<file path="config.mk">
export PLATFORM = sky130hd
export DESIGN_NAME = crypto_block_seq
export DESIGN_NICKNAME = d
export VERILOG_FILES = /design/src/rtl/crypto_block_seq.sv
export SDC_FILE = /design/constraint.sdc
export NUM_CORES = 1
export LEC_CHECK = 0
export BUFFER_PORTS_ARGS = -buffer_cell sky130_fd_sc_hd__buf_2
export CORE_AREA = 2 2 320 322
export DETAILED_ROUTE_END_ITERATION = 8
export DIE_AREA = 0 0 322 324
export PLACE_DENSITY = 0.39
export SLEW_MARGIN = 5
export SYNTH_ARGS = -nofsm -noshare
export SYNTH_HDL_FRONTEND = slang
export SYNTH_SLANG_ARGS = --single-unit
</file>
<file path="constraint.sdc">
create_clock -name clk -period 2.8 [get_ports clk]
set_input_delay 0.42 -clock clk [delete_from_list [all_inputs] [get_ports clk]]
set_output_delay 0.42 -clock clk [all_outputs]
set_load 0.1 [all_outputs]
</file>
<file path="src/rtl/crypto_block_seq.sv">
// rtl/crypto_block_seq.sv - one-block-in-flight sequencer between a block stream and a crypto engine
//
// Purpose: accepts plaintext blocks, launches the external crypto engine once per
// block, waits for its result and presents it on the output stream. Key and
// algorithm are latched only at the first block of each packet.
// Optional feature macro: CRYPTO_TIMEOUT_EN (engine wait timeout, sticky err_timeout).
//
// Ports:
//   clk, rst_n                          clock, synchronous active-low reset
//   cfg_algo_sel, cfg_key               algorithm (0=AES, 1=SM4) and key, sampled at packet start
//   s_valid/s_ready/s_data/s_last       input block stream
//   m_valid/m_ready/m_data/m_last       output block stream
//   eng_start, eng_algo_sel/key/din     engine launch pulse and operands
//   eng_busy, eng_done, eng_dout        engine status and result
//   blk_cnt                             completed output blocks (wrapping)
//   err_timeout                         sticky engine timeout flag
module crypto_block_seq #(
  parameter int TIMEOUT_CYCLES = 256
) (
  input  logic         clk,
  input  logic         rst_n,
  input  logic         cfg_algo_sel,
  input  logic [127:0] cfg_key,
  input  logic         s_valid,
  output logic         s_ready,
  input  logic [127:0] s_data,
  input  logic         s_last,
  output logic         m_valid,
  input  logic         m_ready,
  output logic [127:0] m_data,
  output logic         m_last,
  output logic         eng_start,
  output logic         eng_algo_sel,
  output logic [127:0] eng_key,
  output logic [127:0] eng_din,
  input  logic         eng_busy,
  input  logic         eng_done,
  input  logic [127:0] eng_dout,
  output logic [31:0]  blk_cnt,
  output logic         err_timeout
);

  typedef enum logic [1:0] {IDLE, LAUNCH, WAIT, OUT} state_t;

  state_t state, state_nxt;
  logic   pkt_start;
  logic   tmo_hit;

`ifdef CRYPTO_TIMEOUT_EN
  logic [15:0] tmo_cnt;

  // Counter holds the number of WAIT cycles already spent, so the compare
  // against TIMEOUT_CYCLES-1 fires on the TIMEOUT_CYCLES-th WAIT cycle.
  always_ff @(posedge clk) begin
    if (!rst_n) begin
      tmo_cnt <= '0;
    end else if (state == LAUNCH) begin
      tmo_cnt <= '0;
    end else if (state == WAIT) begin
      tmo_cnt <= tmo_cnt + 16'd1;
    end
  end

  // A result arriving on the deadline cycle takes priority over the abort.
  assign tmo_hit = (state == WAIT) && !eng_done && (tmo_cnt == 16'(TIMEOUT_CYCLES - 1));

  always_ff @(posedge clk) begin
    if (!rst_n) begin
      err_timeout <= 1'b0;
    end else if (tmo_hit) begin
      err_timeout <= 1'b1;
    end
  end
`else
  logic unused_tmo;
  assign unused_tmo  = (TIMEOUT_CYCLES == 0);
  assign tmo_hit     = 1'b0;
  assign err_timeout = 1'b0;
`endif

  always_ff @(posedge clk) begin
    if (!rst_n) begin
      state <= IDLE;
    end else begin
      state <= state_nxt;
    end
  end

  always_comb begin
    state_nxt = state;
    s_ready   = 1'b0;
    m_valid   = 1'b0;
    eng_start = 1'b0;
    case (state)
      IDLE: begin
        // Held low during reset; also waits for a still-busy engine left
        // over from an abandoned block.
        s_ready = rst_n && !eng_busy;
        if (s_valid && rst_n && !eng_busy) state_nxt = LAUNCH;
      end
      LAUNCH: begin
        eng_start = 1'b1;
        state_nxt = WAIT;
      end
      WAIT: begin
        if (eng_done || tmo_hit) state_nxt = OUT;
      end
      OUT: begin
        m_valid = 1'b1;
        if (m_ready) state_nxt = IDLE;
      end
      default: state_nxt = IDLE;
    endcase
  end

  always_ff @(posedge clk) begin
    if (!rst_n) begin
      pkt_start    <= 1'b1;
      eng_din      <= '0;
      eng_key      <= '0;
      eng_algo_sel <= 1'b0;
      m_data       <= '0;
      m_last       <= 1'b0;
      blk_cnt      <= '0;
    end else begin
      if (state == IDLE && s_valid && s_ready) begin
        eng_din   <= s_data;
        m_last    <= s_last;
        pkt_start <= s_last;
        if (pkt_start) begin
          eng_algo_sel <= cfg_algo_sel;
          eng_key      <= cfg_key;
        end
      end
      if (state == WAIT) begin
        if (eng_done) begin
          m_data <= eng_dout;
        end else if (tmo_hit) begin
          m_data <= '0;
        end
      end
      if (m_valid && m_ready) begin
        blk_cnt <= blk_cnt + 32'd1;
      end
    end
  end

endmodule

</file>
Yosys cells after proc, flatten, opt, wreduce, memory -nomap -nowiden:

Cells that the tools add are included.

* register bits after elaboration: 421
* input port bits: 392
* output and inout bits: 422
* logic and storage cells: 33

* add/subtract/negate cells: 1
* equality and inequality tests: 6
* multiplexer cells: 7
* reduce and logical (&&, ||, !) cells: 11

Operators with widths (number)
* adder 32 x 1 -> 32 bit, second input constant: 1
* case mux 2 bit (4 select lines): 1
* logical AND 1 bit: 6
* 2-to-1 mux 2 bit: 3
* inequality test 2 bit, second input constant: 3
* == test 2 bit, second input constant: 2
* AND reduction 2 bit: 2
* 2-to-1 mux 1 bit: 3
* AND reduction 3 bit: 1
* == test 2 x 1 -> 1 bit, second input constant: 1
* logical NOT 2 bit: 1
* logical NOT 1 bit: 1

Longest topological paths before layout:

* depth in word-level cells: 5
* gate-level depth with buffers: 9
* gate-level depth less buffers: 6

Least setup slack after synthesis:

No wires, ideal clock.

* path type: register -> register
* start point: register state[0]
* end point: register blk_cnt[14]
* setup time: 70 ps
* arrival time: 2714 ps
* data required time: 2730 ps
* setup slack: 16 ps
* stages on the path, launching flop included: 6
* path buffers: 0
* clock period less this slack: 2784 ps
* cell sequence: dfxtp_1 > ha_1 > nand3_1 > or4_4 > or4_1 > a21oi_1

* cells in the longest elaborated chain, start to end: 3

RTL lines
* start: declaration: line 45 `state_t state, state_nxt;`
* start signal: assignment: line 85 `state <= state_nxt;`
* == test 2 bit: line 94 `case (state)`
* 2-to-1 mux 1 bit: line 94
* named net m_valid: line 28 `output logic m_valid,`
* logical AND 1 bit: line 142 `if (m_valid && m_ready) begin`
* end signal: assignment: line 143 `blk_cnt <= blk_cnt + 32'd1;`
* end: declaration: line 39 `output logic [31:0] blk_cnt,`

The timed path passes the listed nets, and every way through them passes these cells.
A chain may end at the register's enable or synchronous reset.

Worst setup path after layout:

* start point: register state[0]
* end point: output port s_ready

* cells in the longest elaborated chain, start to end: 2

RTL lines
* logical NOT 2 bit: line 94
* 2-to-1 mux 1 bit: line 94
* end: declaration: line 25 `output logic s_ready,`

No other way between the ends.

==> flow_metrics.env <==
export IMPL_layout_cells_sized_above_1_pct=32.0
export IMPL_timing_max_cap_violations=0
export IMPL_timing_worst_slew_pin_value_ns=0.763
export IMPL_design_final_nets=3324
export IMPL_worst_clock_skew_ns=0.0133
export IMPL_yosys_warnings=0
export IMPL_synth_top_family_by_area="simple AND/OR/NAND/NOR gates"
export IMPL_netlist_top_cells_count="nand2_1 (797), dfxtp_1 (421), a21oi_1 (397)"
export IMPL_finalCriticalPeriod_ns=2.38
export IMPL_cts_inserted_buffers=52
export IMPL_ctsResizeCount=0
export IMPL_grt_pass1_vias=15746
export IMPL_holdWs_ns=0.0611
export IMPL_cts_htree_levels=2
export IMPL_synth_simple_area_share_pct=23.5
export IMPL_cpLargestDelayFamily="buffers and inverters"
export IMPL_synth_fp_nets=2275
export IMPL_synth_xor_area_share_pct=0.591
export IMPL_initial_antenna_violation_count=3
export IMPL_cts_root_buf="clkbuf_16"
export IMPL_worst_ep_required_time_ns=2.38
export IMPL_hpwlAfterDp_um=51400
export IMPL_detailroute_via_count=16469
export IMPL_finalMaxSlewViolations=0
export IMPL_grt_pass1_wl_um=99100
export IMPL_slew_headroom_pct=49.1
export IMPL_dieArea_um2=104000
export IMPL_chipWidth_um=322
export IMPL_timing_critical_path_slowest_stage_cell="buf_2"
export IMPL_power_static_leakage_nw=10.8
export IMPL_vdd_ir_drop_max_v=0.000438
export IMPL_run_status="finished clean"
export IMPL_layout_worst_path_cycle_share_pct=84.8
export IMPL_final_cells=4271
export IMPL_cp_slowest_stage_delay_ns=0.46
export IMPL_unrepaired_setup_endpoints_after_global_routing="false"
export IMPL_critPathArrivalTime_ns=1.96
export IMPL_final_fill_count=11307
export IMPL_critical_path_cell_sequence="inv_1 > ha_1 > and3b_1 > buf_2"
export IMPL_core_rowCount=117
export IMPL_post_synth_cell_area_avg_um2=7.89
export IMPL_clk_path_buf_depth=3
export IMPL_drt_wirelength_per_cell_um=16.2
export IMPL_proportion_of_synthesized_area_in_mux_cells_pct=0.810
export IMPL_io_pins=814
export IMPL_finalWeightedCongestion=0.814
export IMPL_remaining_drc_errors=0
export IMPL_worstSetupStartpointType="register"
export IMPL_port_buffers=812
export IMPL_worst_skew_pair_late_latency_ns=0.61
export IMPL_critPathMaxFanout=4
export IMPL_min_delay_path_class="in2reg"
export IMPL_critical_setup_path_kind="reg2out"
export IMPL_synth_compound_gate_area_share_pct=14.0
export IMPL_synth_edf_count=0
export IMPL_synth_cells=1878
export IMPL_cts_reportedPaths_clkPinSlew_ns=0.06
export IMPL_crit_path_end_kind="output pin"
export IMPL_finalSetupTns_ns=0
export IMPL_route_antenna_remaining_nets=0
export IMPL_worstPathBufferInverterCount=2
export IMPL_postSynthRegisterBits=421
export IMPL_max_freq_ghz=0.421
export IMPL_synth_top_cell_area_share_pct=56.8
export IMPL_combined_area_of_all_synthesized_cells_um2=14800
export IMPL_netlist_top_cell_by_area="dfxtp_1"
export IMPL_first_iter_violations=919
export IMPL_floorplan_initialDensity_pct=14.7
export IMPL_vias_per_cell=3.86
export IMPL_die_height_um=324
export IMPL_areaGrowthSynthToFinish_pct=68.6
export IMPL_grt_usage_pct=12.3
export IMPL_synthArstFlopShare_pct=0
export IMPL_post_synth_top_count_cell="nand2_1"
export IMPL_ys_seq_area_share_pct=56.8
export IMPL_setup_violations_final=0
export IMPL_drt_pre_antenna_iters=5
export IMPL_grt_overflow_total=0
export IMPL_dp_cells=3907
export IMPL_library_cells_used_by_synthesis=38
export IMPL_report_final_hold_viol_count=0
export IMPL_placeableCoreArea_um2=101000
export IMPL_grt_max_degree=126
export IMPL_power_density_nw_per_um2=761
export IMPL_synth_top_flop_cell="dfxtp_1"
export IMPL_clock_tree_from_tritoncts="built"
export IMPL_post_synth_fa_ha_maj_area_fraction_pct=0.422
export IMPL_wirelength_routed_um=69100
export IMPL_leading_post_synthesis_cells_by_cell_area="dfxtp_1 (57%), nand2_1 (20%), a21oi_1 (13%)"
export IMPL_cts_num_sinks=421
==> power by group <==
part | switching (mW) | internal, mW | total [mW] | leakage [nW]
Clock | 2.73 | 4.05 | 6.78 | 0.830
Sequential | 0.213 | 6.42 | 6.63 | 3.41
Combinational | 4.45 | 1.16 | 5.61 | 6.58
Total | 7.39 | 11.6 | 19.0 | 10.8
==> worst reg2reg max path: stages (launching register included) <==
cell,delay (ns)
dfxtp_1,0.39
ha_1,0.31
nand3_1,0.27
or4_4,0.52
or4_1,0.51
a21oi_1,0.15
==> cell usage in the layout, fill, tap and decap left out, types with 6 or more instances in the layout <==
cell type	n
clkbuf_8	13
mux2i_1	12
o31ai_1	6
clkbuf_16	53
nand2_1	794
nor2_1	13
nand4_1	8
clkbuf_1	10
or4_1	6
buf_2	812
dlygate4sd3_1	275
nand2b_1	11
buf_12	15
inv_1	8
buf_4	28
a21oi_1	397
nand3_1	13
dfxtp_1	421
==> cell families after synthesis <==
group,count (synthesis)
AO/OA/AOI/OAI,409
XOR/XNOR,10
adder cells (fa/ha/maj),5
buffers and inverters,144
flip-flops,421
multiplexers,12
other,1
AND/OR/NAND/NOR,876
==> registers in the layout (all words and copies together), names as in the netlist <==
| name | count |
|---|---|
| eng_din | 128 |
| eng_key | 128 |
| m_data | 128 |
| blk_cnt | 32 |
| state | 2 |
| eng_algo_sel | 1 |
| m_last | 1 |
| pkt_start | 1 |
==> final timing paths <==
| path | from | endpoint | slack (ns) | depth (start not counted) |
|---|---|---|---|---|
| min | eng_dout[14] | m_data[14] | 0.06 | 3 |
| max | state[0] | s_ready | 0.42 | 4 |
| min reg2reg | eng_din[105] | eng_din[105] | 0.45 | 2 |
| max reg2reg | state[0] | blk_cnt[14] | 0.59 | 5 |
==> through the flow <==
step	worst slack (ns)	power, mW	area [um^2]	utilization [%]
after CTS	0.358	19.4	25000	24.7
after global placement	0.523	12.1	20500	20.3
after detailed placement	0.484	12.1	20500	20.3
final	0.425	19.0	25000	24.7
after global routing	0.275	19.9	25000	24.7
after floorplan	0.0157	10.8	14800	-
==> area by class of cell <==
class | instances | area, um^2 | share of cell area [%]
sequential | 421 | 8430 | 33.7
timing repair buffer | 1130 | 7330 | 29.3
multi-input combinational | 1313 | 5870 | 23.5
tap | 1309 | 1640 | 6.55
clock buffer | 76 | 1540 | 6.17
clock inverter | 12 | 148 | 0.591
inverter | 9 | 41.3 | 0.165
antenna | 1 | 2.50 | 0.0100
==> metal layers <==
metal	share of wire, %	global-route usage [%]	routed length [um]	vias up
met2	49	20.9	33700	563
met5	0	0	0	-
li1	-	-	-	8181
met3	7.0	3.35	4860	95
met4	2.6	3.81	1790	0
met1	42	15.2	28800	7630
==> timing repair <==
action                                 4_1_cts  5_1_grt
setup buffers                                0        0
endpoints found under the hold margin      275        0
hold buffers                               275        0
Power figures use the tool's default switching activity.
